**config.mk**
```make
export PLATFORM = sky130hd
export DESIGN_NAME = nand_fn_sweep_ctrl
export DESIGN_NICKNAME = d
export VERILOG_FILES = /design/src/rtl/nand_fn_sweep_pkg.sv /design/src/rtl/nand_fn_sweep_ctrl_settle_timer.sv /design/src/rtl/nand_fn_sweep_ctrl.sv
export SDC_FILE = /design/constraint.sdc
export NUM_CORES = 1
export LEC_CHECK = 0
export ABC_AREA = 1
export CAP_MARGIN = 25
export CORE_ASPECT_RATIO = 1.2
export CORE_MARGIN = 5
export CORE_UTILIZATION = 51
export DETAILED_ROUTE_END_ITERATION = 6
export PLACE_DENSITY = 0.86
export SETUP_SLACK_MARGIN = 0.2
export SYNTH_ARGS = -nofsm -noshare
export SYNTH_HDL_FRONTEND = slang
export SYNTH_SLANG_ARGS = --single-unit
```
**constraint.sdc**
```tcl
create_clock -name clk -period 1.9 [get_ports clk]
set_input_delay 0.19 -clock clk [delete_from_list [all_inputs] [get_ports clk]]
set_output_delay 0.19 -clock clk [all_outputs]
set_load 0.01 [all_outputs]
```
**src/rtl/nand_fn_sweep_pkg.sv**
```systemverilog
// Shared types and constants for the NAND/NOT function-block sweep sequencer.
package nand_fn_sweep_pkg;

    // Sequencer phases: wait for start, let the datapath settle, sample w, report.
    typedef enum logic [1:0] {
        IDLE   = 2'd0,
        SETTLE = 2'd1,
        SAMPLE = 2'd2,
        DONE   = 2'd3
    } state_t;

    localparam int VEC_W   = 4;   // {a,b,c,d}
    localparam int NUM_VEC = 16;  // exhaustive input space
    localparam int CNT_W   = 5;   // mismatch count 0..16

    // Truth table of w = ~((c|d) & ((a&b)|~d)); bit i is w for {a,b,c,d} = i.
    localparam logic [NUM_VEC-1:0] GOLDEN_W = 16'h1BBB;

endpackage

```
**src/rtl/nand_fn_sweep_ctrl_settle_timer.sv**
```systemverilog
// Loadable 4-bit down-counter that times how long each vector is held.
module sweep_settle_timer (
    input  logic       clk,
    input  logic       rst,
    input  logic       load_i,
    input  logic [3:0] load_val_i,
    input  logic       en_i,
    output logic       zero_o
);

    logic [3:0] cnt_q;
    logic [3:0] cnt_d;

    // Load has priority; the count never goes below zero.
    always_comb begin
        cnt_d = cnt_q;
        if (load_i) begin
            cnt_d = load_val_i;
        end else if (en_i && (cnt_q != 4'd0)) begin
            cnt_d = cnt_q - 4'd1;
        end
    end

    // Counter register.
    always_ff @(posedge clk or posedge rst) begin
        if (rst) begin
            cnt_q <= 4'd0;
        end else begin
            cnt_q <= cnt_d;
        end
    end

    assign zero_o = (cnt_q == 4'd0);

endmodule

```
**src/rtl/nand_fn_sweep_ctrl.sv**
```systemverilog
// Sweep sequencer: drives all 16 {a,b,c,d} vectors into the function block,
// waits SETTLE_CYCLES per vector, checks w against EXPECTED and reports the
// pass flag, mismatch count and first failing vector.
// SETTLE_CYCLES must lie in 1..15 and cover the datapath's worst-case delay.
module nand_fn_sweep_ctrl
    import nand_fn_sweep_pkg::*;
#(
    parameter int                 SETTLE_CYCLES = 4,
    parameter logic [NUM_VEC-1:0] EXPECTED      = GOLDEN_W
) (
    input  logic             clk,
    input  logic             rst,
    input  logic             start,
    input  logic             abort,
    input  logic             dut_w,
    output logic             a,
    output logic             b,
    output logic             c,
    output logic             d,
    output logic             busy,
    output logic             done,
    output logic             pass,
    output logic             aborted,
    output logic [CNT_W-1:0] err_count,
    output logic             fail_valid,
    output logic [VEC_W-1:0] first_fail_idx,
    output logic [1:0]       state_dbg
);

    localparam logic [1:0] S_IDLE   = IDLE;
    localparam logic [1:0] S_SETTLE = SETTLE;
    localparam logic [1:0] S_SAMPLE = SAMPLE;
    localparam logic [1:0] S_DONE   = DONE;

    localparam logic [3:0]       SETTLE_LOAD = 4'(SETTLE_CYCLES - 1);
    localparam logic [VEC_W-1:0] LAST_IDX    = 4'(NUM_VEC - 1);
    localparam logic [CNT_W-1:0] ERR_MAX     = 5'(NUM_VEC);

    logic [1:0]       state_q, state_d;
    logic [VEC_W-1:0] idx_q, idx_d;
    logic [VEC_W-1:0] abcd_q, abcd_d;
    logic [CNT_W-1:0] err_q, err_d;
    logic             fv_q, fv_d;
    logic [VEC_W-1:0] ffi_q, ffi_d;
    logic             pass_q, pass_d;
    logic             abrt_q, abrt_d;
    logic             done_q, done_d;

    logic             tmr_load;
    logic             tmr_en;
    logic             tmr_zero;

    sweep_settle_timer u_timer (
        .clk        (clk),
        .rst        (rst),
        .load_i     (tmr_load),
        .load_val_i (SETTLE_LOAD),
        .en_i       (tmr_en),
        .zero_o     (tmr_zero)
    );

    // Next-state and result bookkeeping for the sweep.
    always_comb begin
        state_d  = state_q;
        idx_d    = idx_q;
        abcd_d   = abcd_q;
        err_d    = err_q;
        fv_d     = fv_q;
        ffi_d    = ffi_q;
        pass_d   = pass_q;
        abrt_d   = abrt_q;
        done_d   = 1'b0;
        tmr_load = 1'b0;
        tmr_en   = 1'b0;
        case (state_q)
            S_IDLE: begin
                // start beats a simultaneous abort: abort is not looked at here.
                if (start) begin
                    idx_d    = '0;
                    abcd_d   = '0;
                    err_d    = '0;
                    fv_d     = 1'b0;
                    ffi_d    = '0;
                    pass_d   = 1'b0;
                    abrt_d   = 1'b0;
                    tmr_load = 1'b1;
                    state_d  = S_SETTLE;
                end
            end
            S_SETTLE: begin
                if (abort) begin
                    abrt_d  = 1'b1;
                    state_d = S_DONE;
                end else if (tmr_zero) begin
                    state_d = S_SAMPLE;
                end else begin
                    tmr_en = 1'b1;
                end
            end
            S_SAMPLE: begin
                if (abort) begin
                    // The vector being sampled is dropped, not compared.
                    abrt_d  = 1'b1;
                    state_d = S_DONE;
                end else begin
                    // Case inequality so an X/Z on w is reported as a failure.
                    if (dut_w !== EXPECTED[idx_q]) begin
                        if (err_q != ERR_MAX) begin
                            err_d = err_q + 5'd1;
                        end
                        if (!fv_q) begin
                            fv_d  = 1'b1;
                            ffi_d = idx_q;
                        end
                    end
                    if (idx_q == LAST_IDX) begin
                        state_d = S_DONE;
                    end else begin
                        idx_d    = idx_q + 4'd1;
                        abcd_d   = idx_q + 4'd1;
                        tmr_load = 1'b1;
                        state_d  = S_SETTLE;
                    end
                end
            end
            S_DONE: begin
                // err_q already includes the last SAMPLE's result here.
                done_d  = 1'b1;
                pass_d  = (err_q == '0) && !abrt_q;
                state_d = S_IDLE;
            end
            default: begin
                state_d = S_IDLE;
            end
        endcase
    end

    // Sequencer and result registers.
    always_ff @(posedge clk or posedge rst) begin
        if (rst) begin
            state_q <= S_IDLE;
            idx_q   <= '0;
            abcd_q  <= '0;
            err_q   <= '0;
            fv_q    <= 1'b0;
            ffi_q   <= '0;
            pass_q  <= 1'b0;
            abrt_q  <= 1'b0;
            done_q  <= 1'b0;
        end else begin
            state_q <= state_d;
            idx_q   <= idx_d;
            abcd_q  <= abcd_d;
            err_q   <= err_d;
            fv_q    <= fv_d;
            ffi_q   <= ffi_d;
            pass_q  <= pass_d;
            abrt_q  <= abrt_d;
            done_q  <= done_d;
        end
    end

    assign {a, b, c, d}   = abcd_q;
    assign busy           = (state_q == S_SETTLE) || (state_q == S_SAMPLE);
    assign done           = done_q;
    assign pass           = pass_q;
    assign aborted        = abrt_q;
    assign err_count      = err_q;
    assign fail_valid     = fv_q;
    assign first_fail_idx = ffi_q;
    assign state_dbg      = state_q;

endmodule

```
=== Word level (Yosys, flattened, before mapping) ===
Memories as Yosys holds them, arrays and structs flattened.
Cells that the tools add are included.
W data, S select, Z words.

* Word-level logic and storage cells: 85
* Memories kept: 1
* Memory bits (read-only): 16
* Output and inout port bits: 20
* Flip-flop bits (word level): 23

{| class="wikitable"
|+ Memories
! name !! words !! bits a word !! read ports !! clocked after memory_dff !! wr ports !! RTL line !! text
|-
| (no name shown) || 16 || 1 || 1 || 0 || 0 || nand_fn_sweep_ctrl.sv:107 || <nowiki>if (dut_w !== EXPECTED[idx_q]) begin</nowiki>
|}

* Equality and inequality tests: 14
* Reduce and logical (&&, ||, !) cells: 20
* Add/sub/neg operators: 3
* Magnitude comparators: 1
* Muxes and demuxes: 37

{| class="wikitable"
|+ Operators with widths
! kind !! number
|-
| $mux W4 || 8
|-
| $mux W5 || 4
|-
| $pmux W4 S2 || 2
|-
| $mux W1 || 12
|-
| $ne A2 B2 Y1 const B || 6
|-
| $mux W2 || 5
|-
| $pmux W5 S2 || 1
|-
| $reduce_and A5 Y1 || 2
|-
| $pmux W1 S2 || 4
|-
| $pmux W2 S4 || 1
|-
| $reduce_and A4 Y1 || 2
|-
| $reduce_bool A2 Y1 || 4
|-
| $add A5 B1 Y5 const B || 1
|-
| $logic_not A5 Y1 || 1
|-
| $lt A4 B5 Y1 const B || 1
|-
| $ne A5 B5 Y1 const B || 1
|-
| $add A4 B1 Y4 const B || 1
|-
| $eq A2 B2 Y1 const B || 2
|-
| $eq A4 B4 Y1 const B || 1
|-
| $logic_not A4 Y1 || 1
|-
| $reduce_and A2 Y1 || 2
|-
| $reduce_bool A4 Y1 || 1
|-
| $sub A4 B1 Y4 const B || 1
|-
| $ne A3 B3 Y1 const B || 1
|-
| other kinds (9) || 10
|}

=== Longest topological paths before layout ===
* Depth after elaboration: 7
* Mapped depth: 10

=== By module ===
A second synthesis with hierarchy kept.

* Cell total of the unflattened synthesis: 203
* Area, all modules: 1477.7 sq um

{| class="wikitable"
|+ By module, submodules not included
! module !! cells an instance !! area an instance (sq um) !! instances
|-
| nand_fn_sweep_ctrl || 156 || 1178.6 || 1
|-
| sweep_settle_timer || 47 || 299.0 || 1
|}

=== Worst setup path before layout ===
No wires, ideal clock.

* Path type: register to register
* Start: reg state_q[0], in the netlist state_dbg[0]
* End: reg ffi_q[0], in the netlist first_fail_idx[0]
* Setup slack: 0.249 ns
* Cell stages (with the launch flop): 11
* Data arrival time: 1.534 ns
* Buffers on the path: 0
* Library setup time: 0.117 ns
* Data required time: 1.783 ns
* Cells stage by stage: dfrtp_1 inv_1 ha_1 inv_1 nor2_1 inv_1 nand3_4 a21oi_2 nand2_2 nand2_1 nand2_1

* Cells in the longest elaborated chain, start to end: 3

{| class="wikitable"
|+ RTL lines
! what !! RTL line !! text
|-
| from (decl) || nand_fn_sweep_ctrl.sv:39 || <nowiki>logic [1:0] state_q, state_d;</nowiki>
|-
| from (signal assigned) || nand_fn_sweep_ctrl.sv:151 || <nowiki>state_q <= state_d;</nowiki>
|-
| $eq A2 B2 Y1 or $logic_not A2 Y1 (tied branches) || nand_fn_sweep_ctrl.sv:75 || <nowiki>case (state_q)</nowiki>
|-
| $ne A2 B2 Y1 (no source line) or $reduce_bool A2 Y1 (tied branches) || n/a ||
|-
| $reduce_and A5 Y1 (no source line) || n/a ||
|-
| to (signal assigned) || nand_fn_sweep_ctrl.sv:156 || <nowiki>ffi_q <= ffi_d;</nowiki>
|-
| to (decl) || nand_fn_sweep_ctrl.sv:44 || <nowiki>logic [VEC_W-1:0] ffi_q, ffi_d;</nowiki>
|}

Parallel ways exist; a longest one is shown, timed or not.
A chain may end at the register's enable or synchronous reset.

=== Worst setup path after layout ===
* Start: reg state_q[0], in the netlist state_dbg[0]
* End: out busy

* Cells in the longest elaborated chain, start to end: 2

{| class="wikitable"
|+ RTL lines
! what !! RTL line !! text
|-
| $eq A2 B1 Y1 or $eq A2 B2 Y1 (tied branches) || nand_fn_sweep_ctrl.sv:164 || <nowiki>assign busy = (state_q == S_SETTLE) || (state_q == S_SAMPLE);</nowiki>
|-
| $logic_or A1 B1 Y1 * || nand_fn_sweep_ctrl.sv:164 ||
|-
| to (decl) || nand_fn_sweep_ctrl.sv:20 || <nowiki>output logic busy,</nowiki>
|}

Every way passes the cells marked *; elsewhere a longest branch is shown, timed or not.

==> results by group <==
Global routing
  • Initial antenna violation count: 0
  • Vias in the first global route: 1190
  • Grt met3 use: 0.0252
  • All-Layer GR Usage: 0.166
  • GR Overflow Total: 0
  • Busiest grt layer: met2
  • Largest net degree at the start of global routing: 24
  • First-pass GRT wire length: approximately 5000 µm
  • GR met2 Demand/Resource: 0.303
  • Met1 Use GR: 0.188

Detailed routing
  • Average vias per placed instance: 5.24
  • Via count: 1248
  • Pre-antenna DRT Iters: 4
  • Final ANT Viol Nets: 0
  • # DRC: 0
  • Wire length per cell: 12.3 µm
  • Initial DRC Count: 32
  • Detailed Route WL: 2940 µm

Min path
  • Min-Delay Path Class: primary input to async pin

Die
  • Die area: 3800 µm²
  • Initial Util: 0.532
  • Chip height: 66.5 µm
  • Boundary pin count: 25
  • Die Wd: 57.1 µm
  • Core area: between 2000 and 3000 µm²
  • Rows: 20

Flow run
  • Max-cap viol count: 0

CTS
  • Hold-fix buffers, CTS: 0
  • CTS clk-pin slew, worst paths: 0.14 ns
  • Buffer depth of the longest clock path: 2
  • CTS tree: yes
  • CTS Buf Count: 3
  • Worst-Skew Late Latency: 0.31 ns
  • Num Clock Sinks: 23
  • H-tree depth: 1
  • Root Buffer: clkbuf_4

Logic synthesis
  • Post-synth cell types: 22
  • Synth Instances: about 170
  • EDFF count, synth: 0
  • Syn avg cell area: a little under 8 µm²
  • Synth warn: 0
  • Asr flop ratio synth: 1.00
  • Synth area leader: dfrtp_1
  • Synthesized flop and latch total: 23
  • Post-Syn Area: 1360 µm²
  • Primary FF master, synth: dfrtp_1
  • Ranking of synthesized cells by area: dfrtp_1, nand2_1, ha_1, nand3_1, inv_1
  • Share of the synthesized area in the top cell type: 0.424
  • Most frequent cell after synthesis: nand2_1
  • Register area share after synthesis: 0.424
  • Syn nets: 188
  • Most common library cells after synthesis: nand2_1, inv_1, dfrtp_1

Pwr
  • PwrDens: 1330 nW/µm²
  • Peak supply drop: 731 µV
  • P_leak: 0.850 nW
  • Internal power: ~1.2 mW
  • Sequential Power Share: 0.316
  • Net switching power: 1.04 mW
  • Net Sw Frac: 0.455
  • Clock Power Share: 0.102
  • Combinational power share: 0.582

Placement
  • DP HPWL: 2170 µm
  • Port-buffer cells: 24
  • Placer Congestion: 0.820

Critical path
  • Reg-to-reg setup timing slack: 0.31 ns
  • Worst Setup End Kind: output port
  • Worst R2R End: err_count[3]
  • Reg2reg path depth: 9
  • Crit Reg-Reg Startpoint: state_dbg[0]
  • Worst setup path end: busy
  • CP Launch Type: flip-flop
  • Arr. time, crit path: 1.43 ns
  • Crit path kind: flip-flop to output port
  • Critical Path RT: 1.71 ns
  • CP startpoint: state_dbg[0]
  • Crit-path max FO: 4

Finish
  • Area Overhead vs Synth: 26.5%
  • Layout cells sized above 1: 0.117
  • Core Util, Final: 0.673
  • NumNets Final: 220
  • N_diodes: 0

Timing
  • Final Hold Fails: 0
  • Final Setup Violations: 0
  • Fin crit share: 0.854
  • Least-Margin Pin Slew: a little under 0.3 ns
  • Peak Freq: between 600 and 700 MHz
  • Final worst path period need: 1.62 ns
  • Unrepaired setup endpoints after global routing: true
  • Setup tns final: 0 ns
  • Max_slew headroom: 0.804
  • Final Skew: just over 0.005 ns
  • Final slew viol count: 0

Run status
  • Status: finished, final reports clean
-- metrics by stage --
step                      hold WS [ns]  area [µm²]  power, mW  instances  setup slack, ns
after floorplan                  0.192        1360       1.56        174            0.249
after global placement           0.459        1650       1.96        232            0.223
after detailed placement         0.461        1650       1.99        232            0.115
after CTS                        0.202        1700       2.26        238            0.210
after global routing             0.220        1720       2.48        238            0.181
final                            0.197        1720       2.29        238            0.278
-- placed cells by master, fill, tap and decap left out, types with 3 or more instances in the layout --
cell type	instances
nor3_1	3
ha_1	8
o21ai_0	10
a21oi_1	7
clkbuf_4	3
nor2_1	11
clkdlybuf4s50_1	23
nand4_1	3
nand3_1	22
buf_4	5
nand2_1	43
nand2_2	4
dfrtp_1	22
inv_2	3
inv_1	22
-- kinds of logic (layout without fill, tap and decap cells) --
group / after synthesis / after routing / synth area share
and+or+nand+nor: 92 / 92 / 0.317
xor gates and xnor gates: 3 / 3 / 0.0194
AOI/OAI and AO/OA: 20 / 20 / 0.0783
DFF: 23 / 23 / 0.424
buffers and inverters: 27 / 58 / 0.0783
adders and majority gates: 9 / 9 / 0.0830
-- worst min-delay path by stage --
stage / start / endpoint / slack (ns) / cells past startpoint
6_report: rst / u_timer.cnt_q[0] / 0.20 / 3
5_1_grt: rst / state_dbg[1] / 0.22 / 3
4_1_cts: rst / u_timer.cnt_q[0] / 0.20 / 3
2_1_floorplan: rst / abcd_q[0] / 0.19 / 1
3_5_place_dp: first_fail_idx[0] / first_fail_idx[0] / 0.46 / 2
3_3_place_gp: first_fail_idx[1] / first_fail_idx[1] / 0.46 / 2
-- flip-flops by register name, indices dropped and copies added, names as in the netlist --
signal          cells
state_dbg           2
err_count           5
abcd_q              4
pass                1
first_fail_idx      4
aborted             1
u_timer.cnt_q       4
done                1
fail_valid          1
-- power by group through the flow --
stage	clock [mW]	sequential, mW	combinational (mW)
CTS	0.236	0.718	1.31
floorplan	0	0.772	0.784
global placement	0	0.737	1.23
global route	0.251	0.745	1.49
finish	0.234	0.724	1.33
detailed placement	0	0.742	1.25
-- metal layers --
layer	vias to the layer above	part of all wire
li1	620	-
met1	586	0.43
met2	36	0.51
met3	6	0.042
met4	0	0.017
met5	-	0
-- worst max-delay path, stage by stage, from the launching register on --
cell and delay [ns]:
dfrtp_1 0.41, inv_1 0.13, ha_1 0.29, dlygate4sd2_1 0.30
-- timing repair --
| action | in CTS | in global routing |
|---|---|---|
| pin swaps | 0 | 1 |
| cloned | 0 | 0 |
| endpoints found under the setup margin | 11 | 16 |
| gates resized for setup | 2 | 7 |
| setup buffers | 2 | 0 |
-- final cells by class --
| type | instances | area (µm²) |
|---|---|---|
| multi-input cells | 124 | 701 |
| fillers | 214 | 836 |
| well taps | 33 | 41.3 |
| clock inverters | 1 | 5.00 |
| clock buffers | 3 | 22.5 |
| inverters | 25 | 93.8 |
| repair buffers | 29 | 277 |
| flip-flops and latches | 23 | 577 |
(Power assumes the default switching activity.)
